$ cat src/rtl/bank_load_sequencer_pkg.sv
// Shared types and default parameters for the bank load sequencer.
// Imported by the interface, the button synchronizer and the sequencer top.
package bank_seq_pkg;

  typedef enum logic {
    ENTER = 1'b0,
    SHOW  = 1'b1
  } seq_state_t;

  localparam int DEF_NUM_BANKS   = 3;
  localparam int DEF_SYNC_STAGES = 2;

endpackage : bank_seq_pkg

$ cat src/rtl/bank_load_sequencer_if.sv
// Button inputs and strobe/status outputs of the bank load sequencer.
// slave = sequencer side, master = button/board side.
interface bank_load_sequencer_if
  import bank_seq_pkg::*;
#(
  parameter int NUM_BANKS = DEF_NUM_BANKS
);

  localparam int SW = $clog2(NUM_BANKS + 1);

  logic                 btn_next;
  logic                 btn_back;
  logic                 btn_clr;
  logic [NUM_BANKS-1:0] load_en;
  logic                 bank_clr;
  logic [SW-1:0]        stage;
  logic                 done;
  logic                 showing;

  modport slave (
    input  btn_next, btn_back, btn_clr,
    output load_en, bank_clr, stage, done, showing
  );

  modport master (
    output btn_next, btn_back, btn_clr,
    input  load_en, bank_clr, stage, done, showing
  );

endinterface : bank_load_sequencer_if

$ cat src/rtl/bank_load_sequencer_btn_edge_sync.sv
// Synchronizes one asynchronous button and emits a one-cycle pulse on its rising edge.
// Pulse is combinational from flops: high for the cycle after SYNC_STAGES edges sample the input high.
module btn_edge_sync
  import bank_seq_pkg::*;
#(
  parameter int SYNC_STAGES = DEF_SYNC_STAGES
) (
  input  logic clk,
  input  logic reset,
  input  logic raw,
  output logic pulse
);

  logic [SYNC_STAGES-1:0] sync_q;
  logic                   prev_q;

  always_ff @(posedge clk or negedge reset) begin
    if (!reset) begin
      sync_q <= '0;
      prev_q <= 1'b0;
    end else begin
      sync_q <= {sync_q[SYNC_STAGES-2:0], raw};
      prev_q <= sync_q[SYNC_STAGES-1];
    end
  end

  assign pulse = sync_q[SYNC_STAGES-1] & ~prev_q;

endmodule : btn_edge_sync

$ cat src/rtl/bank_load_sequencer.sv
// Turns next/back/clear buttons into one-hot bank load strobes and a shared clear strobe.
// All outputs registered; strobe appears one cycle after the synchronized button edge.
module bank_load_sequencer
  import bank_seq_pkg::*;
#(
  parameter int NUM_BANKS   = DEF_NUM_BANKS,
  parameter int SYNC_STAGES = DEF_SYNC_STAGES
) (
  input  logic           clk,
  input  logic           reset,
  bank_load_sequencer_if.slave bus
);

  localparam int SW = $clog2(NUM_BANKS + 1);
  localparam logic [SW-1:0] LAST_STAGE = SW'(NUM_BANKS - 1);
  localparam logic [SW-1:0] SHOW_STAGE = SW'(NUM_BANKS);

  logic next_ev, back_ev, clr_ev;

  btn_edge_sync #(.SYNC_STAGES(SYNC_STAGES)) u_sync_next (
    .clk(clk), .reset(reset), .raw(bus.btn_next), .pulse(next_ev)
  );
  btn_edge_sync #(.SYNC_STAGES(SYNC_STAGES)) u_sync_back (
    .clk(clk), .reset(reset), .raw(bus.btn_back), .pulse(back_ev)
  );
  btn_edge_sync #(.SYNC_STAGES(SYNC_STAGES)) u_sync_clr (
    .clk(clk), .reset(reset), .raw(bus.btn_clr), .pulse(clr_ev)
  );

  seq_state_t           state_q, state_d;
  logic [SW-1:0]        stage_q, stage_d;
  logic [NUM_BANKS-1:0] load_en_q, load_en_d;
  logic                 bank_clr_q, bank_clr_d;
  logic                 done_q, done_d;
  logic                 showing_q, showing_d;

  always_ff @(posedge clk or negedge reset) begin
    if (!reset) begin
      state_q    <= ENTER;
      stage_q    <= '0;
      load_en_q  <= '0;
      bank_clr_q <= 1'b0;
      done_q     <= 1'b0;
      showing_q  <= 1'b0;
    end else begin
      state_q    <= state_d;
      stage_q    <= stage_d;
      load_en_q  <= load_en_d;
      bank_clr_q <= bank_clr_d;
      done_q     <= done_d;
      showing_q  <= showing_d;
    end
  end

  // Clear overrides everything; next beats back when both fire in one cycle.
  always_comb begin
    state_d    = state_q;
    stage_d    = stage_q;
    load_en_d  = '0;
    bank_clr_d = 1'b0;
    done_d     = 1'b0;

    if (clr_ev) begin
      state_d    = ENTER;
      stage_d    = '0;
      bank_clr_d = 1'b1;
    end else begin
      case (state_q)
        ENTER: begin
          if (next_ev) begin
            load_en_d = NUM_BANKS'(1) << stage_q;
            if (stage_q == LAST_STAGE) begin
              state_d = SHOW;
              stage_d = SHOW_STAGE;
              done_d  = 1'b1;
            end else begin
              stage_d = stage_q + SW'(1);
            end
          end else if (back_ev && (stage_q != '0)) begin
            stage_d = stage_q - SW'(1);
          end
        end
        SHOW: begin
          if (next_ev) begin
            state_d    = ENTER;
            stage_d    = '0;
            bank_clr_d = 1'b1;
          end else if (back_ev) begin
            state_d = ENTER;
            stage_d = LAST_STAGE;
          end
        end
        default: begin
          state_d = ENTER;
          stage_d = '0;
        end
      endcase
    end

    showing_d = (state_d == SHOW);
  end

  assign bus.load_en  = load_en_q;
  assign bus.bank_clr = bank_clr_q;
  assign bus.stage    = stage_q;
  assign bus.done     = done_q;
  assign bus.showing  = showing_q;

endmodule : bank_load_sequencer

$ cat src/flat_wrapper.sv
// flat-port wrapper written by rule: the top's interface ports become plain ports
module bank_load_sequencer_flat import bank_seq_pkg::*;
#(
  parameter int NUM_BANKS   = DEF_NUM_BANKS,
  parameter int SYNC_STAGES = DEF_SYNC_STAGES
)
  (clk, reset, bus_btn_next, bus_btn_back, bus_btn_clr, bus_load_en, bus_bank_clr, bus_stage, bus_done, bus_showing);
  bank_load_sequencer_if #(.NUM_BANKS(NUM_BANKS)) bus_i ();
  input  logic clk;
  input  logic reset;
  input wire logic [$bits(bus_i.btn_next)-1:0] bus_btn_next;
  input wire logic [$bits(bus_i.btn_back)-1:0] bus_btn_back;
  input wire logic [$bits(bus_i.btn_clr)-1:0] bus_btn_clr;
  output wire logic [$bits(bus_i.load_en)-1:0] bus_load_en;
  output wire logic [$bits(bus_i.bank_clr)-1:0] bus_bank_clr;
  output wire logic [$bits(bus_i.stage)-1:0] bus_stage;
  output wire logic [$bits(bus_i.done)-1:0] bus_done;
  output wire logic [$bits(bus_i.showing)-1:0] bus_showing;
  assign bus_i.btn_next = bus_btn_next;
  assign bus_i.btn_back = bus_btn_back;
  assign bus_i.btn_clr = bus_btn_clr;
  assign bus_load_en = bus_i.load_en;
  assign bus_bank_clr = bus_i.bank_clr;
  assign bus_stage = bus_i.stage;
  assign bus_done = bus_i.done;
  assign bus_showing = bus_i.showing;
  bank_load_sequencer #(.NUM_BANKS(NUM_BANKS), .SYNC_STAGES(SYNC_STAGES)) u_core (.clk(clk), .reset(reset), .bus(bus_i));
endmodule
$ cat config.mk
export PLATFORM = sky130hd
export DESIGN_NAME = bank_load_sequencer_flat
export DESIGN_NICKNAME = d
export VERILOG_FILES = /design/src/rtl/bank_load_sequencer_pkg.sv /design/src/rtl/bank_load_sequencer_if.sv /design/src/rtl/bank_load_sequencer_btn_edge_sync.sv /design/src/rtl/bank_load_sequencer.sv /design/src/flat_wrapper.sv
export SDC_FILE = /design/constraint.sdc
export NUM_CORES = 1
export LEC_CHECK = 0
export ABC_CLOCK_PERIOD_IN_PS = 1700
export CAP_MARGIN = 30
export CORE_UTILIZATION = 47
export DETAILED_ROUTE_END_ITERATION = 16
export GPL_TIMING_DRIVEN = 0
export PLACE_DENSITY_LB_ADDON = 0.25
export SETUP_SLACK_MARGIN = 0.15
export SLEW_MARGIN = 15
export SYNTH_ARGS = -nofsm -noshare
export SYNTH_HDL_FRONTEND = slang
export SYNTH_SLANG_ARGS = --single-unit
$ cat constraint.sdc
create_clock -name clk -period 1.7 [get_ports clk]
set_clock_uncertainty 0.15 [all_clocks]
set_input_delay 0.255 -clock clk [delete_from_list [all_inputs] [get_ports clk]]
set_output_delay 0.255 -clock clk [all_outputs]
set_load 0.05 [all_outputs]
# == Word-level counts from Yosys, hierarchy flattened ==
# Cells that the tools add are included.
# totals
register_bits,17
input_bits,5
wordCells,48
# op_classes
add_sub_neg,2
eq_ne,3
n_shift,1
mux,21
n_bitwise,7
reduce_logical,3
# ops
cell,count
$mux 2,6
$mux 1,10
$mux 3,3
$ne 4x1->1 const B,2
$not 1->1,4
$pmux 2 s2,1
$and 1x1->1,3
$shl 1x2->3 const A,1
$add 2x1->2 const B,1
$eq 2x2->1 const B,1
$pmux 1 s2,1
$reduce_and 2->1,1
$reduce_bool 2->1,1
$sub 2x1->2 const B,1
$logic_and 1x1->1,1

# == Depth between registers and ports, before layout ==
# Gate-level depths: netlist of the first run.
# depth
ltp_word,7
depth_mapped,5

# == Cells and area by module ==
# Synthesis of the first run repeated with hierarchy kept, for this count alone.
# unflattened
hier_cells,44
hier_area_um2,643.1
# modules_own_cells
mod,instances,cells_each,area_per_inst_um2,seq_area_each_um2
bank_load_sequencer,1,32,376.6,175.2
btn_edge_sync,3,4,88.8,75.1

# == Worst setup path before layout of the first run ==
# No wires, ideal clock.
# synth_timing
kind,register to register
startpoint,register u_core.stage_q[0] (netlist: u_core.bus.stage[0])
endpoint,register u_core.stage_q[0] (netlist: u_core.bus.stage[0])
arrival_time_ns,1.457
required_ns,1.425
slack_ns,-0.032
stages_incl_launch_ff,6
n_path_buf,0
cell_sequence,dfrtp_1 inv_1 ha_1 nand2b_4 a21oi_2 mux2_4
# synth_via
elab_chain_len,5
elab_cells_between_ends,12
# synth_rtl
element,line_no,rtl
"start, declared",bank_load_sequencer.sv:31,"logic [SW-1:0] stage_q, stage_d;"
"start signal, assigned",bank_load_sequencer.sv:47,stage_q <= stage_d;
"$sub 2x1->2, or another cell as far along",bank_load_sequencer.sv:80,stage_d = stage_q - SW'(1);
$mux 2 (on tied branches),"bank_load_sequencer.sv:79, bank_load_sequencer.sv:72",
$mux 2,bank_load_sequencer.sv:70,if (next_ev) begin
$pmux 2 s2,bank_load_sequencer.sv:68,case (state_q)
$mux 2,bank_load_sequencer.sv:63,if (clr_ev) begin
# Several ways; a longest one is shown, not always the timed one. The select of a mux whose other input is x is not followed.
# A chain may end at the register's enable or synchronous reset.

==> results.toml, run 1 <==
[power_and_ir_drop]
peakVddDrop_v = 0.0008121
internal-power_uw = 747.2
p_sw_uw = 437.6
combPwrFrac_pct = 39.4
power.share.clock_pct = 20.3
finalPower_mw = 1.185
pwr-share-seq_pct = 40.3
p_leak_nw = 0.3795
pwr_density_cell_nw_per_um2 = 1480
sw_frac_of_total_pct = 36.94

[cells_and_area]
nets = 70
syn2layout_area_growth_pct = 25.24
fin_cells = 75
nFillCells = 95
antenna_cells = 0
drive_gt1_share_pct = 44.26

[sta]
hold_violations = 0
period_needed_ns = 1.476
finalSetupViolations = 0
relSlewSlack_pct = 56.08
rsz0062_at_grt = "no"
worstMarginPinSlew_ns = 0.6567
period_share_pct = 86.84
maxSlewViolCount = 0
worst_slack_ns = 0.2238
fmax_mhz = 677.4

[clock_tree]
clkTransAtPathRegs_ns = 0.09
clk_latency_ns = 0.29
cts.sinks = 16
cts-resized-gates = 20
cts_tree = "done"
cts_buffers = 3
cts_buffer_depth = 2
ctsHoldBuffers = 0
htree_num_levels = 1
cts-root-buf = "clkbuf_4"
postCtsSetupBuffers = 0

[outcome]
outcome = "completed"

[global_routing]
antenna_found_initial = 0
grt_usage_pct = 16.26
grt_pass1_wl_mm = 1.559
grt_max_degree = 17
grt_pass1_vias = 388
overflow = 0

[worst_setup_path]
rr_endpoint = "u_core.bus.stage[0]"
critPathMaxStageDelay_ns = 0.48
end_kind = "primary output"
arrival_ns = 1.07
slowest_stage = "dfrtp_1"
crit_type = "flip-flop to primary output"
startpoint = "u_core.state_q"
crit_fanout = 8
worst-path-buf-inv = 1
start_kind = "flip-flop"
r2r-start = "u_core.bus.stage[0]"
r2r_slack_ns = 0.23
ff2ff_path_depth = 5
crit_chain = "buf_2"
crit_family = "flip-flops"
cp.required_ns = 1.29

[logic_synthesis]
ys_types = 21
avgSynthCellArea_um2 = 14.21
ys_dominant_reg_cell = "dfrtp_1"
syn-num-nets = 53
synth-edff-count = 0
synth_seq_cells = 16
syn_inst = 45
syn_area_um2 = 639.4
ys_seq_area_share_pct = 62.62
synth_warnings = 0
synthArstFlopShare_pct = 100.0

[detailed_routing]
drt_wl_total_um = 912
drt_iter0_markers = 2
routedWlPerCell_um = 12.16
vias = 390
drcViolationCount = 0
drtPass1Iterations = 2
vias_per_cell = 5.200
antenna_left = 0

[floorplanning]
die_h_um = 38.88
dieArea_um2 = 1512
core_um2 = 1186
die_width_um = 38.88
row_count = 12
ios = 13
start_util_pct = 53.90

[run]
max_cap_violations = 0

[placement]
hpwlAfterDp_um = 672.1
dp_worst_setup_slack_ns = -0.01743
io_buffers = 12
place.gp.congestion = 0.7354
dpl.cell_count = 71

[hold_path]
hold_path_class = "input pin to async pin"
==> kinds of logic (layout without fill, tap and decap cells) <==
| logic type | after synthesis | in the layout | synth area share, % |
|---|---|---|---|
| adder cells (fa/ha/maj) | 3 | 3 | 5.871 |
| flip-flops | 16 | 16 | 62.62 |
| multiplexers | 1 | 1 | 2.348 |
| AO/OA/AOI/OAI | 5 | 5 | 5.480 |
| AND/OR/NAND/NOR | 17 | 17 | 21.33 |
| buffers and inverters | 3 | 19 | 2.349 |
==> cells in the mapped netlist, types with 2 or more instances <==
master,n,area share [%]
dfrtp_1,16,63
nor2_1,2,1.2
nand2b_1,3,2.9
ha_1,3,5.9
and2_1,3,2.9
nor3_1,2,1.6
inv_1,2,1.2
==> worst register-to-register path, stage by stage (launching register included) <==
cell      delay (ns)
dfrtp_2         0.44
inv_2           0.10
ha_4            0.15
nand2b_4        0.06
a21oi_2         0.16
mux2_4          0.31
==> state kept, by name (all words and copies together), names as in the netlist <==
signal and flops:
u_core.bus.load_en 2, u_core.bus.stage 2, u_core.u_sync_back.sync_q 2, u_core.u_sync_clr.sync_q 2, u_core.u_sync_next.sync_q 2, u_core.bus.bank_clr 1
u_core.bus.done 1, u_core.state_q 1, u_core.u_sync_back.prev_q 1, u_core.u_sync_clr.prev_q 1, u_core.u_sync_next.prev_q 1
==> power by group through the flow <==
stage / sequential [mW] / combinational (mW) / clock, mW
global route: 0.485 / 0.506 / 0.269
finish: 0.477 / 0.467 / 0.240
CTS: 0.478 / 0.472 / 0.244
detailed placement: 0.487 / 0.487 / 0
global placement: 0.483 / 0.477 / 0
floorplan: 0.608 / 0.229 / 0
==> cells in the final DEF (no fill, tap or decap) <==
master           instances
dfrtp_1                 14
clkdlybuf4s50_1          4
clkbuf_2                 4
nand2b_1                 3
and2_1                   3
clkbuf_4                 3
inv_2                    2
nor3_1                   2
nor2_1                   2
ha_1                     2
buf_2                    2
clkdlybuf4s15_2          2
dfrtp_2                  2
nor2b_2                  1
and2b_4                  1
a21o_1                   1
and4bb_2                 1
a31oi_1                  1
nand2b_4                 1
nor4b_2                  1
and2b_2                  1
a211oi_1                 1
a21oi_1                  1
nor3b_2                  1
a21oi_2                  1
mux2_4                   1
ha_4                     1
buf_4                    1
clkbuf_8                 1
==> cell type report <==
cell class	instances	area [µm²]	area share, %
clock buffers	4	36.28	4.531
repair buffers	12	92.59	11.56
flip-flops and latches	16	402.9	50.31
inverters	2	7.507	0.9375
well taps	14	17.52	2.188
plain buffers	1	7.507	0.9375
multi-input cells	26	236.5	29.53
==> worst max path at each step <==
| stage | end | cells after the start | slack [ns] |
|---|---|---|---|
| 4_1_cts | bus_load_en[1] | 1 | 0.16 |
| 3_5_place_dp | bus_showing | 1 | -0.02 |
| 5_1_grt | bus_showing | 1 | 0.17 |
| 6_report | bus_showing | 1 | 0.22 |
| 2_1_floorplan | u_core.bus.stage[0] | 5 | 0.15 |
| 3_3_place_gp | bus_showing | 1 | -0.002 |
==> layer usage <==
metal / share of wire, % / global-route usage (%) / wire length (µm)
met1: 41 / 15.97 / 378
met3: 5.8 / 6.936 / 53
met2: 51 / 28.75 / 462
met5: 0 / 0 / 0
met4: 1.9 / 7.759 / 17
==> through the flow <==
stage | instance area (µm²) | hold slack, ns | utilization, % | TNS [ns]
final | 800.8 | 0.2065 | 67.51 | 0
after global routing | 800.8 | 0.2229 | 67.51 | 0
after CTS | 824.5 | 0.2098 | 69.51 | 0
after detailed placement | 792.0 | 0.1905 | 66.77 | -0.01743
after global placement | 792.0 | 0.1824 | 66.77 | -0.002261
after floorplan | 654.4 | -0.1906 | - | 0
(Power assumes the default switching activity.)
==> run 2: changes to the inputs <==
--- a/config.mk
+++ b/config.mk
@@ -8,6 +8,7 @@
 export ABC_CLOCK_PERIOD_IN_PS = 1700
 export CAP_MARGIN = 30
 export CORE_UTILIZATION = 47
+export CTS_CLUSTER_DIAMETER = 60
 export DETAILED_ROUTE_END_ITERATION = 16
 export GPL_TIMING_DRIVEN = 0
 export PLACE_DENSITY_LB_ADDON = 0.25
==> results of run 2 <==
No change in the layout: final DEF, timing and power equal those of run 1.
==> run 3: changes to the inputs <==
--- a/config.mk
+++ b/config.mk
@@ -11,6 +11,7 @@
 export CTS_CLUSTER_DIAMETER = 60
 export DETAILED_ROUTE_END_ITERATION = 16
 export GPL_TIMING_DRIVEN = 0
+export MAX_ROUTING_LAYER = met4
 export PLACE_DENSITY_LB_ADDON = 0.25
 export SETUP_SLACK_MARGIN = 0.15
 export SLEW_MARGIN = 15
==> run 3 against run 2 <==
Via count stayed put. Critical path type unchanged. Clock-buffer cell count stayed put. Critical endpoint unchanged. Highest routed layer unchanged. Sequential power barely moved. Largest cell class unchanged. Utilization is the same.
==> results.toml, run 3 (synthesis results as in run 1) <==
[floorplanning]
die_h_um = 38.88
row_count = 12
die_width_um = 38.88
ios = 13
core_um2 = 1186
dieArea_um2 = 1512
start_util_pct = 53.90

[worst_setup_path]
worst-path-buf-inv = 1
crit_fanout = 8
crit_family = "flip-flops"
critPathMaxStageDelay_ns = 0.48
cp.required_ns = 1.29
crit_type = "flip-flop to primary output"
start_kind = "flip-flop"
cp.depth = 1
arrival_ns = 1.07
end_kind = "primary output"
ff2ff_path_depth = 5
crit_chain = "buf_2"
slowest_stage = "dfrtp_1"

[power_and_ir_drop]
peakVddDrop_v = 0.0008118
finalPower_mw = 1.184
pwr_density_cell_nw_per_um2 = 1479
p_leak_nw = 0.3795

[sta]
finalSetupViolations = 0
period_needed_ns = 1.476
maxSlewViolCount = 0
period_share_pct = 86.82
whs_ns = 0.2065
rsz0062_at_grt = "no"
hold_violations = 0
worstMarginPinSlew_ns = 0.6504
relSlewSlack_pct = 56.50
fmax_mhz = 677.5

[global_routing]
overflow = 0
grt_usage_pct = 16.79
grt_pass1_vias = 385
grt_max_degree = 17
antenna_found_initial = 0
grt_pass1_wl_mm = 1.559

[detailed_routing]
vias = 390
drt_iter0_markers = 2
drcViolationCount = 0
routedWlPerCell_um = 12.08
wl_met2_um = 460
vias_per_cell = 5.200
antenna_left = 0
dr_wl_met3_um = 53
maxUsedRoutingLayer = "met4"
drt_wl_total_um = 906
drtPass1Iterations = 2
met1_length_um = 375

[placement]
dpl.cell_count = 71
io_buffers = 12
place.gp.congestion = 0.7444
hpwlAfterDp_um = 672.1

[cells_and_area]
nets = 70
fin_cells = 75
nFillCells = 95
drive_gt1_share_pct = 44.26
final_util_pct = 67.51
antenna_cells = 0
mostFrequentLayoutCells = "14 x dfrtp_1, 4 x clkdlybuf4s50_1, 4 x clkbuf_2"
final_common_cell = "dfrtp_1"
syn2layout_area_growth_pct = 25.24

[hold_path]
hold_path_class = "input pin to async pin"

[clock_tree]
postCtsSetupBuffers = 0
htree_num_levels = 1
clk_latency_ns = 0.29
cts_buffers = 3
cts-root-buf = "clkbuf_4"
cts_tree = "done"
cts.sinks = 16
cts_buffer_depth = 2
clkTransAtPathRegs_ns = 0.09

[outcome]
outcome = "completed"

[run]
max_cap_violations = 0
-- run 3: worst register-to-register path, cell delays in order (launching register included) --
cell	delay [ns]
dfrtp_2	0.44
inv_2	0.10
ha_4	0.15
nand2b_4	0.06
a21oi_2	0.16
mux2_4	0.31
-- run 3: final cells by class --
class / count / area [µm²] / share of cell area [%]
Clock buffer: 4 / 36.28 / 4.531
Tap cell: 14 / 17.52 / 2.188
Timing Repair Buffer: 12 / 92.59 / 11.56
Multi-Input combinational cell: 26 / 236.5 / 29.53
Sequential cell: 16 / 402.9 / 50.31
Buffer: 1 / 7.507 / 0.9375
Inverter: 2 / 7.507 / 0.9375
-- run 3: per-stage QoR --
| stage | setup WS (ns) | setup TNS (ns) | cell area, µm² |
|---|---|---|---|
| 6_report | 0.2241 | 0 | 800.8 |
| 5_1_grt | 0.1660 | 0 | 800.8 |
| 4_1_cts | 0.1558 | 0 | 824.5 |
| 3_5_place_dp | -0.01743 | -0.01743 | 792.0 |
| 3_3_place_gp | -0.002261 | -0.002261 | 792.0 |
| 2_1_floorplan | 0.1510 | 0 | 654.4 |
-- run 3: path summary, 6_finish.rpt --
| path | from | end | slack [ns] |
|---|---|---|---|
| setup / recovery | u_core.state_q | bus_showing | 0.22 |
| hold / removal | reset | u_core.bus.load_en[0] | 0.21 |
| setup reg to reg | u_core.bus.stage[0] | u_core.bus.stage[0] | 0.23 |
| hold reg to reg | u_core.u_sync_next.sync_q[0] | u_core.u_sync_next.sync_q[1] | 0.21 |
| max in group asynchronous | reset | u_core.bus.stage[1] | 0.73 |
| min in group clk | u_core.u_sync_next.sync_q[0] | u_core.u_sync_next.sync_q[1] | 0.21 |
-- run 3: timing repair --
action | CTS | global route
endpoints found under the setup margin | 8 | 5
hold buffers | 0 | 0
resized for setup | 20 | 8
-- run 3: routing by layer --
metal	GRT usage (%)	vias up
met1	16.73	190
met4	7.759	0
met3	6.936	4
li1	-	183
met2	28.33	13
met5	-	-
-- run 3: power by group --
| group | internal (mW) | switching, mW | total (mW) |
|---|---|---|---|
| logic | 0.185 | 0.282 | 0.467 |
| clock network | 0.130 | 0.110 | 0.240 |
| registers | 0.432 | 0.0450 | 0.477 |
| total | 0.747 | 0.437 | 1.18 |
